===== src/rtl/avr_pkg.sv =====
// Shared definitions for the AVR data-memory responder:
// window defaults, read fill pattern, FIFO entry and decode region types.
package avr_pkg;

   localparam logic [15:0] RAM_BASE_DEF   = 16'h0100;
   localparam int          DEPTH_DEF      = 512;
   localparam logic [15:0] EXT_BASE_DEF   = 16'h0000;
   localparam int          FIFO_DEPTH_DEF = 4;

   // Returned for any read that does not hit RAM.
   localparam logic [7:0]  RD_FILL = 8'hFF;

   typedef struct packed {
      logic [7:0] addr;
      logic [7:0] data;
   } ext_entry_t;

   typedef enum logic [1:0] {
      REG_RAM,
      REG_EXT,
      REG_UNMAP
   } region_e;

   // Even parity bit: stored alongside data so the 9-bit word XORs to 0.
   function automatic logic par8(input logic [7:0] d);
      return ^d;
   endfunction

endpackage


===== src/rtl/avr_wr_fifo.sv =====
// Generic push/pop FIFO with count, full flag and a registered head.
// Ports: clk_i, rst_ni, push_i/data_i, pop_i, head_o, valid_o, full_o,
//        level_o (entry count), drop_o (push refused because full).
module avr_wr_fifo #(
   parameter int WIDTH = 16,
   parameter int DEPTH = 4,
   localparam int PW   = $clog2(DEPTH)
) (
   input  logic             clk_i,
   input  logic             rst_ni,
   input  logic             push_i,
   input  logic [WIDTH-1:0] data_i,
   input  logic             pop_i,
   output logic [WIDTH-1:0] head_o,
   output logic             valid_o,
   output logic             full_o,
   output logic [PW:0]      level_o,
   output logic             drop_o
);

   logic [WIDTH-1:0] mem_q [DEPTH];
   logic [PW-1:0]    wptr_q, wptr_d;
   logic [PW-1:0]    rptr_q, rptr_d;
   logic [PW:0]      cnt_q, cnt_d;
   logic [WIDTH-1:0] head_q, head_d;
   logic             pop_ok;
   logic             push_ok;
   logic             full;
   logic             empty;

   assign full  = (cnt_q == (PW+1)'(DEPTH));
   assign empty = (cnt_q == '0);

   // ack with nothing queued is ignored
   assign pop_ok  = pop_i & ~empty;
   // a full FIFO still takes a push when the head leaves that same edge
   assign push_ok = push_i & (~full | pop_ok);

   always_comb begin
      wptr_d = wptr_q;
      rptr_d = rptr_q;
      cnt_d  = cnt_q;
      head_d = head_q;
      if (push_ok) wptr_d = wptr_q + PW'(1);
      if (pop_ok)  rptr_d = rptr_q + PW'(1);
      cnt_d = cnt_q + (PW+1)'(push_ok) - (PW+1)'(pop_ok);
      // head register tracks the entry that will sit at rptr_d
      if (pop_ok) begin
         if (cnt_q > (PW+1)'(1)) head_d = mem_q[rptr_d];
         else if (push_ok)       head_d = data_i;
      end else if (empty && push_ok) begin
         head_d = data_i;
      end
   end

   always_ff @(posedge clk_i) begin
      if (push_ok) mem_q[wptr_q] <= data_i;
   end

   always_ff @(posedge clk_i or negedge rst_ni) begin
      if (!rst_ni) begin
         wptr_q <= '0;
         rptr_q <= '0;
         cnt_q  <= '0;
         head_q <= '0;
      end else begin
         wptr_q <= wptr_d;
         rptr_q <= rptr_d;
         cnt_q  <= cnt_d;
         head_q <= head_d;
      end
   end

   assign head_o  = head_q;
   assign valid_o = ~empty;
   assign full_o  = full;
   assign level_o = cnt_q;
   assign drop_o  = push_i & full & ~pop_ok;

endmodule


===== src/rtl/avr_dmem.sv =====
// Data-memory responder: internal byte RAM, posted peripheral-write FIFO,
// sticky bus/parity error flags. Optional macro AVR_DMEM_PARITY_EN.
// Ports: CLK, RST_N, d_addr/data_write/d_wdata in, d_rdata out,
//        ext_req/ext_addr/ext_data/ext_ack handshake, fifo_full,
//        fifo_level, err, par_err, err_clr.
module avr_dmem
   import avr_pkg::*;
#(
   parameter logic [15:0] RAM_BASE   = RAM_BASE_DEF,
   parameter int          DEPTH      = DEPTH_DEF,
   parameter logic [15:0] EXT_BASE   = EXT_BASE_DEF,
   parameter int          FIFO_DEPTH = FIFO_DEPTH_DEF
) (
   input  logic                        CLK,
   input  logic                        RST_N,
   input  logic [15:0]                 d_addr,
   input  logic                        data_write,
   input  logic [7:0]                  d_wdata,
   output logic [7:0]                  d_rdata,
   output logic                        ext_req,
   output logic [7:0]                  ext_addr,
   output logic [7:0]                  ext_data,
   input  logic                        ext_ack,
   output logic                        fifo_full,
   output logic [$clog2(FIFO_DEPTH):0] fifo_level,
   output logic                        err,
   output logic                        par_err,
   input  logic                        err_clr
);

   localparam int AW = $clog2(DEPTH);
   localparam int LW = $clog2(FIFO_DEPTH) + 1;
`ifdef AVR_DMEM_PARITY_EN
   localparam int MW = 9;
`else
   localparam int MW = 8;
`endif

   logic [MW-1:0] mem_q [DEPTH];
   logic [16:0]   a17;
   logic          ram_hit;
   logic          ext_hit;
   region_e       region;
   logic [AW-1:0] ram_idx;
   logic [7:0]    ext_off;
   logic          ram_we;
   logic          ext_push;
   logic          unmap_wr;
   logic [MW-1:0] rd_word;
   logic [MW-1:0] wr_word;
   logic [7:0]    rdata_q, rdata_d;
   logic          err_q, err_d;
   ext_entry_t    push_ent;
   ext_entry_t    head_ent;
   logic          fifo_drop;
   logic          fifo_vld;
   logic [LW-1:0] level_w;

   // 17-bit compares so a window ending at 16'hFFFF cannot wrap
   assign a17     = {1'b0, d_addr};
   assign ram_hit = (a17 >= {1'b0, RAM_BASE}) &&
                    (a17 <  ({1'b0, RAM_BASE} + 17'(DEPTH)));
   assign ext_hit = (a17 >= {1'b0, EXT_BASE}) &&
                    (a17 <  ({1'b0, EXT_BASE} + 17'd256));

   always_comb begin
      region = REG_UNMAP;
      if (ram_hit)      region = REG_RAM;
      else if (ext_hit) region = REG_EXT;
   end

   assign ram_idx  = AW'(d_addr - RAM_BASE);
   assign ext_off  = 8'(d_addr - EXT_BASE);
   assign ram_we   = data_write & (region == REG_RAM);
   assign ext_push = data_write & (region == REG_EXT);
   assign unmap_wr = data_write & (region == REG_UNMAP);
   assign rd_word  = mem_q[ram_idx];

`ifdef AVR_DMEM_PARITY_EN
   assign wr_word = {par8(d_wdata), d_wdata};
`else
   assign wr_word = d_wdata;
`endif

   always_ff @(posedge CLK) begin
      if (ram_we) mem_q[ram_idx] <= wr_word;
   end

   always_comb begin
      rdata_d = RD_FILL;
      unique case (region)
         REG_RAM: rdata_d = ram_we ? d_wdata : rd_word[7:0];
         default: rdata_d = RD_FILL;
      endcase
   end

   assign push_ent = '{addr: ext_off, data: d_wdata};

   avr_wr_fifo #(
      .WIDTH ($bits(ext_entry_t)),
      .DEPTH (FIFO_DEPTH)
   ) u_fifo (
      .clk_i   (CLK),
      .rst_ni  (RST_N),
      .push_i  (ext_push),
      .data_i  (push_ent),
      .pop_i   (ext_ack),
      .head_o  (head_ent),
      .valid_o (fifo_vld),
      .full_o  (fifo_full),
      .level_o (level_w),
      .drop_o  (fifo_drop)
   );

   // set wins over clear
   always_comb begin
      err_d = err_q;
      if (unmap_wr | fifo_drop) err_d = 1'b1;
      else if (err_clr)         err_d = 1'b0;
   end

   always_ff @(posedge CLK or negedge RST_N) begin
      if (!RST_N) begin
         rdata_q <= '0;
         err_q   <= 1'b0;
      end else begin
         rdata_q <= rdata_d;
         err_q   <= err_d;
      end
   end

`ifdef AVR_DMEM_PARITY_EN
   logic par_bad_q, par_bad_d;
   logic par_err_q, par_err_d;

   // captured with d_rdata; forwarded write data is never checked
   assign par_bad_d = (region == REG_RAM) & ~ram_we & (^rd_word);

   always_comb begin
      par_err_d = par_err_q;
      if (par_bad_q)    par_err_d = 1'b1;
      else if (err_clr) par_err_d = 1'b0;
   end

   always_ff @(posedge CLK or negedge RST_N) begin
      if (!RST_N) begin
         par_bad_q <= 1'b0;
         par_err_q <= 1'b0;
      end else begin
         par_bad_q <= par_bad_d;
         par_err_q <= par_err_d;
      end
   end

   assign par_err = par_err_q;
`else
   assign par_err = 1'b0;
`endif

   assign d_rdata    = rdata_q;
   assign ext_req    = fifo_vld;
   assign ext_addr   = head_ent.addr;
   assign ext_data   = head_ent.data;
   assign fifo_level = level_w;
   assign err        = err_q;

endmodule


===== config.mk =====
export PLATFORM = sky130hd
export DESIGN_NAME = avr_dmem
export DESIGN_NICKNAME = d
export VERILOG_FILES = /design/src/rtl/avr_pkg.sv /design/src/rtl/avr_wr_fifo.sv /design/src/rtl/avr_dmem.sv
export SDC_FILE = /design/constraint.sdc
export NUM_CORES = 2
export LEC_CHECK = 0
export CORE_MARGIN = 2
export CORE_UTILIZATION = 45
export DETAILED_ROUTE_END_ITERATION = 7
export PLACE_DENSITY = 0.58
export SYNTH_ARGS = -nofsm -noshare
export SYNTH_HDL_FRONTEND = slang
export SYNTH_MEMORY_MAX_BITS = 65536
export SYNTH_SLANG_ARGS = --single-unit

===== constraint.sdc =====
create_clock -name CLK -period 4.3 [get_ports CLK]
set_input_delay 0.86 -clock CLK [delete_from_list [all_inputs] [get_ports CLK]]
set_output_delay 0.86 -clock CLK [all_outputs]
set_load 0.02 [all_outputs]

Word level (Yosys, flattened, before mapping)
Memory sizes are Yosys's and may differ from the RTL's.
Cells that the tools add are included.
{ "word_totals": {"n_memories": 2, "out_inout_bits": 31, "elab_cells": 57, "in_bits": 29, "ram_bits": 4160, "reg_bits": 32} }
{ "classes": {"reduce_logical": 8, "addsub": 5, "eq_ne": 4, "order_cmp": 5, "mux": 15, "bitwise_logic": 12} }
{ "mem_list": {"columns": ["name", "words", "width", "read_ports", "rd_clocked_by_memory_dff", "write_ports", "line_no", "text"], "rows": [
  ["mem_q", 512, 8, 1, 0, 1, "avr_dmem.sv:39", "logic [MW-1:0] mem_q [DEPTH];"],
  ["u_fifo.mem_q", 4, 16, 1, 0, 1, "avr_wr_fifo.sv:21", "logic [WIDTH-1:0] mem_q [DEPTH];"]
]} }
{ "ops": {"columns": ["cell", "count"], "rows": [
  ["16-bit two-way mux", 4],
  ["16-bit by 1-bit >= comparator with 1-bit output (second input constant)", 1],
  ["16-bit by 9-bit >= comparator with 1-bit output (second input constant)", 1],
  ["16-bit by 10-bit < comparator with 1-bit output (second input constant)", 1],
  ["16-bit by 9-bit < comparator with 1-bit output (second input constant)", 1],
  ["8-bit two-way mux", 2],
  ["9-bit subtractor (second input constant)", 1],
  ["1-bit AND", 7],
  ["1-bit two-way mux", 6],
  ["2-bit two-way mux", 3],
  ["2-bit by 1-bit adder with 2-bit output (second input constant)", 2],
  ["2-bit nonzero test", 2],
  ["3-bit by 1-bit adder with 3-bit output", 1],
  ["3-bit == test (second input constant)", 1],
  ["3-bit by 1-bit greater-than comparator with 1-bit output (second input constant)", 1],
  ["1-bit logical AND", 3],
  ["3-bit logical NOT", 1],
  ["3-bit inequality test (second input constant)", 1],
  ["1-bit NOT", 3],
  ["3-bit by 1-bit subtractor with 3-bit output", 1],
  ["2-bit by 1-bit == test with 1-bit output (second input constant)", 1],
  ["2-bit == test (second input constant)", 1],
  ["2-bit logical NOT", 1],
  ["1-bit OR", 2],
  ["2-bit AND reduction", 1]
]} }

Longest topological paths before layout
{ "logic_depth": {"ltp_word": 10, "ltp_mapped": 14, "mapped_depth_nobuf": 8} }

Cells and area by module
From an unflattened synthesis, not the netlist that was laid out.
{ "unflattened": {"hier_cells": 7720, "area_unflattened_um2": 162458.3} }
{ "modules_own_cells": {"columns": ["module", "n_inst", "seq_area_each_um2", "cells_per_inst", "area_per_inst_um2"], "rows": [
  ["avr_dmem", 1, 123223.2, 7516, 158827.3],
  ["avr_wr_fifo", 1, 2497.4, 204, 3631.0]
]} }

Worst setup path after synthesis
Ideal clock, no wire load.
{ "synth_timing": {"path_kind": "input to register", "start": "in d_addr[0]", "end": "mem mem_q[514][0], in the netlist mem_q[257][0] (enable)", "required_time_ps": 3930, "path_buffers": 8, "t_arrival_ps": 3132, "setup_ps": 370, "cell_stages": 11, "setup_slack_ps": 797, "path_cell_list": "buf_6 > buf_6 > buf_4 > buf_4 > buf_4 > buf_4 > buf_4 > nor2b_1 > nand2_1 > clkbuf_1 > nor2_1"} }
{ "synth_between": {"elab_chain_len": 8, "word_cells_on_any_way": 13, "classes_between": "1 x add/sub; 4 x order compare; 4 x mux; 1 x bitwise; 3 x reduce/logical"} }
{ "synth_rtl": {"columns": ["item", "line_no", "text"], "rows": [
  ["start: declaration", "avr_dmem.sv:16", "input logic [15:0] d_addr,"],
  ["16-bit by 1-bit >= comparator with 1-bit output or 16-bit by 9-bit < comparator with 1-bit output (tied branches)", "avr_dmem.sv:63, avr_dmem.sv:64", null],
  ["1-bit logical AND", "avr_dmem.sv:63", "assign ext_hit = (a17 >= {1'b0, EXT_BASE}) &&"],
  ["2-bit two-way mux", "avr_dmem.sv:69", "else if (ext_hit) region = REG_EXT;"],
  ["2-bit two-way mux", "avr_dmem.sv:68", "if (ram_hit) region = REG_RAM;"],
  ["2-bit logical NOT", "avr_dmem.sv:74", "assign ram_we = data_write & (region == REG_RAM);"],
  ["1-bit AND", "avr_dmem.sv:74", null],
  ["1-bit two-way mux", "avr_dmem.sv:86", "if (ram_we) mem_q[ram_idx] <= wr_word;"],
  ["1-bit two-way mux (implied by the code)", "avr_dmem.sv:86", null],
  ["end: declaration", "avr_dmem.sv:39", null]
]} }
Several ways; a longest one is shown, not always the timed one.

Final worst setup path
{ "layout_timing": {"start": "in d_addr[0]", "end": "reg rdata_q[0], in the netlist d_rdata[0]"} }
{ "layout_between": {"elab_chain_len": 8, "word_cells_on_any_way": 14, "classes_between": "1 x add/sub; 4 x order compare; 4 x mux; 1 x bitwise; 3 x reduce/logical; 1 x memory"} }
{ "layout_rtl": {"columns": ["item", "line_no", "text"], "rows": [
  ["branches (longest 7 deep; another with 9-bit subtractor)", null, null],
  ["8-bit two-way mux (*)", "avr_dmem.sv:91", "unique case (region)"],
  ["via rdata_d[0]", "avr_dmem.sv:51", "logic [7:0] rdata_q, rdata_d;"],
  ["end signal: assignment", "avr_dmem.sv:127", "rdata_q <= rdata_d;"],
  ["end: declaration", "avr_dmem.sv:51", null]
]} }
Mark *: on every way through the listed nets, which the timed path passes.
A chain may end at the register's enable or synchronous reset.

==> results.sh <==
export IMPL_outcome="finished, final reports clean"
export IMPL_yosysSeqAreaShare_pct=77.5
export IMPL_clk_pin_slew_ns=0.06
export IMPL_finalHoldViolations=0
export IMPL_clock_path_buffers=4
export IMPL_vdd_drop_max_v=0.000348
export IMPL_overflow=0
export IMPL_finalCritPeriodShare_pct=98.6
export IMPL_antenna_found_initial=36
export IMPL_p_seq_share_pct=51.6
export IMPL_async_flop_share_pct=0.763
export IMPL_dp_hpwl_um=313000
export IMPL_synth_distinct_cells=70
export IMPL_wirelength_um=477000
export IMPL_grt_pass1_vias=85225
export IMPL_internal_power_mw=68.3
export IMPL_static_leakage_power_nw=63.0
export IMPL_drive_gt1_share_pct=33.1
export IMPL_cp_required_ns=5.15
export IMPL_synthXorXnorAreaFrac_pct=0.0270
export IMPL_drv_cap=0
export IMPL_synthAdderAreaFrac_pct=0.0741
export IMPL_fin_skew_ns=0.0454
export IMPL_nets=8955
export IMPL_dp_cells=13260
export IMPL_layout_common_cells="4160 x edfxtp_1, 1216 x buf_4, 1020 x mux4_2"
export IMPL_wl_met1_um=189000
export IMPL_rows=220
export IMPL_wl_met2_um=228000
export IMPL_fin_ws_ns=0.0595
export IMPL_cts_root_buffer="clkbuf_16"
export IMPL_syn_nets=7547
export IMPL_crit_path_end_kind="flip-flop"
export IMPL_gr_usage_all_layers_pct=26.1
export IMPL_dr_first_iter_drc_count=11573
export IMPL_combPwrFrac_pct=6.1
export IMPL_synth_mux_area_share_pct=16.1
export IMPL_top_layer="met5"
export IMPL_io_buffer_count=58
export IMPL_hold_slack_ns=0.351
export IMPL_cts_tree="done"
export IMPL_die_w_um=604
export IMPL_cts_made_buffers=427
export IMPL_worst_pin_slew_ns=1.22
export IMPL_synth_compound_area_share_pct=2.31
export IMPL_die_area_sq_um=365000
export IMPL_syn_area_per_cell_sq_um=21.6
export IMPL_drc=0
export IMPL_worstSetupPathType="in2reg"
export IMPL_slew_violations=0
export IMPL_clock_latency_ns=1.00
export IMPL_slew_headroom_pct=18.7
export IMPL_area_delta_synth_final_pct=19.0
export IMPL_layout_commonest_cell="edfxtp_1"
export IMPL_wl_per_cell_um=33.9
export IMPL_power_mw=87.3
export IMPL_grt_setup_unrepaired="no"
export IMPL_switching_share_pct=21.8
export IMPL_fmax_mhz=236
export IMPL_htreeDepth=5
export IMPL_post_cts_buffers=0
export IMPL_met3_length_um=42400
export IMPL_fp_dieH_um=604
export IMPL_yosysWarningCount=0
export IMPL_crit_arrival_ns=5.09
export IMPL_synthSimpleGateAreaFrac_pct=2.53
export IMPL_finalSetupViolCount=0
export IMPL_p_sw_mw=19.0
export IMPL_netlist_area_sq_um=162000
export IMPL_clock_sinks=4192
export IMPL_via_count=85234
export IMPL_synth_ff_type="edfxtp_1"
export IMPL_p_clk_share_pct=42.3
export IMPL_grt_start_max_net_pins=136
export IMPL_hp_class="in2reg"
export IMPL_firstDrtPassIters=5
export IMPL_synth_top_family_by_area="multiplexers"
export IMPL_dp_worst_setup_slack_ns=-1.35
export IMPL_core_sq_um=359000
export IMPL_fin_area_sq_um=193000
export IMPL_ys_ff_latch=4192
export IMPL_power_density_nw_per_um2=453
export IMPL_critPathLaunchType="input port"
export IMPL_start_util_pct=45.2
export IMPL_antenna_left=0
export IMPL_instances_no_fill=14057
export IMPL_path_max_fanout=19
export IMPL_grt_pass1_wl_um=670000
export IMPL_post_route_min_period_ns=4.24
export IMPL_vias_per_cell=6.06
export IMPL_pin_count=60
export IMPL_placed_cell_area_sq_um=179000
export IMPL_gp_congestion=0.888
export IMPL_synthCells=7509
export IMPL_synth_edff_count=4160
## cells in the mapped netlist (32+ instances only)
master | instances | area share [%]
buf_4 | 58 | 0.27
dfrtp_1 | 32 | 0.49
clkbuf_1 | 221 | 0.51
nor2_1 | 582 | 1.3
o21ai_0 | 54 | 0.17
edfxtp_1 | 4160 | 77
a21oi_1 | 91 | 0.28
mux2i_1 | 294 | 1.8
a22oi_1 | 201 | 0.93
buf_1 | 32 | 0.074
nand2_1 | 190 | 0.44
nand3_1 | 69 | 0.21
buf_2 | 114 | 0.35
mux4_2 | 1020 | 14
## cell families (layout without fill, tap and decap cells)
kind of cell | Yosys count | after routing
AO/OA/AOI/OAI | 534 | 534
XOR/XNOR | 5 | 5
adder cells (fa/ha/maj) | 9 | 9
buffers and inverters | 466 | 2230
flip-flops | 4192 | 4192
multiplexers | 1330 | 1330
other | 1 | 12
AND/OR/NAND/NOR | 972 | 972
## per-stage QoR
step	utilization (%)	TNS, ns
floorplan	-	0
global placement	49.9	-3.79
detailed placement	49.9	-3.61
CTS	53.7	0
global route	53.7	0
finish	53.7	0
## repair_timing
item,4_1_cts,5_1_grt
hold buffers,1,0
endpoints found under the setup margin,1,0
endpoints found under the hold margin,31,0
resized for setup,1,0
## cell type report
cell class                 count  area (sq um)
multi-input combinational   2851         34400
clock inverter               269          2650
timing repair buffer        1430         12900
antenna                       11          27.5
clock buffer                 516         11200
fill                       27666        166000
inverter                      15          65.1
sequential                  4192        126000
tap                         4773          5970
## worst paths after layout
kind,start,end,slack (ns),cells past startpoint
worst min-delay path,d_wdata[5],mem_q[187][5]$_DFFE_PP_,0.35,1
worst max register to register,mem_q[299][0]$_DFFE_PP_,d_rdata[0]$_DFF_PN0_,0.79,8
max in group asynchronous,RST_N,d_rdata[7]$_DFF_PN0_,3.28,3
worst min register to register,err$_DFFE_PN0P_,err$_DFFE_PN0P_,0.56,2
worst max-delay path,d_addr[0],d_rdata[0]$_DFF_PN0_,0.06,12
min in group asynchronous,RST_N,u_fifo.head_o[1]$_DFFE_PN0P_,0.50,3
## routing by layer
| layer | up-vias | global-route usage [%] |
|---|---|---|
| met3 | 755 | 4.27 |
| met5 | - | 0 |
| met2 | 4359 | 41.7 |
| met1 | 45771 | 36.8 |
| met4 | 10 | 8.66 |
| li1 | 34339 | - |
## state kept, by name (all words and copies together) (netlist names)
| name | count |
|---|---|
| mem_q | 4096 |
| u_fifo.level_o | 3 |
| u_fifo.head_o | 16 |
| u_fifo.wptr_q | 2 |
| u_fifo.rptr_q | 2 |
| err | 1 |
| d_rdata | 8 |
| u_fifo.mem_q | 64 |
## power groups by stage
stage | Combinational [mW] | Clock, mW | Sequential (mW)
final | 5.29 | 36.9 | 45.1
after global routing | 5.54 | 38.9 | 45.1
after CTS | 5.32 | 37.4 | 45.1
after detailed placement | 5.31 | 0 | 45.9
after global placement | 5.23 | 0 | 45.9
after floorplan | 2.46 | 0 | 46.0
## critical path: stages
cell and delay (ns):
buf_16 0.25, buf_12 0.25, buf_4 0.29, buf_4 0.28
mux4_2 0.54, mux2i_1 0.45, buf_4 0.21, o221ai_1 0.14
nor4_2 0.67, nand4_1 0.57, nor4_1 0.33, a21oi_1 0.12
Note: power is estimated with default switching activity, not from simulation.
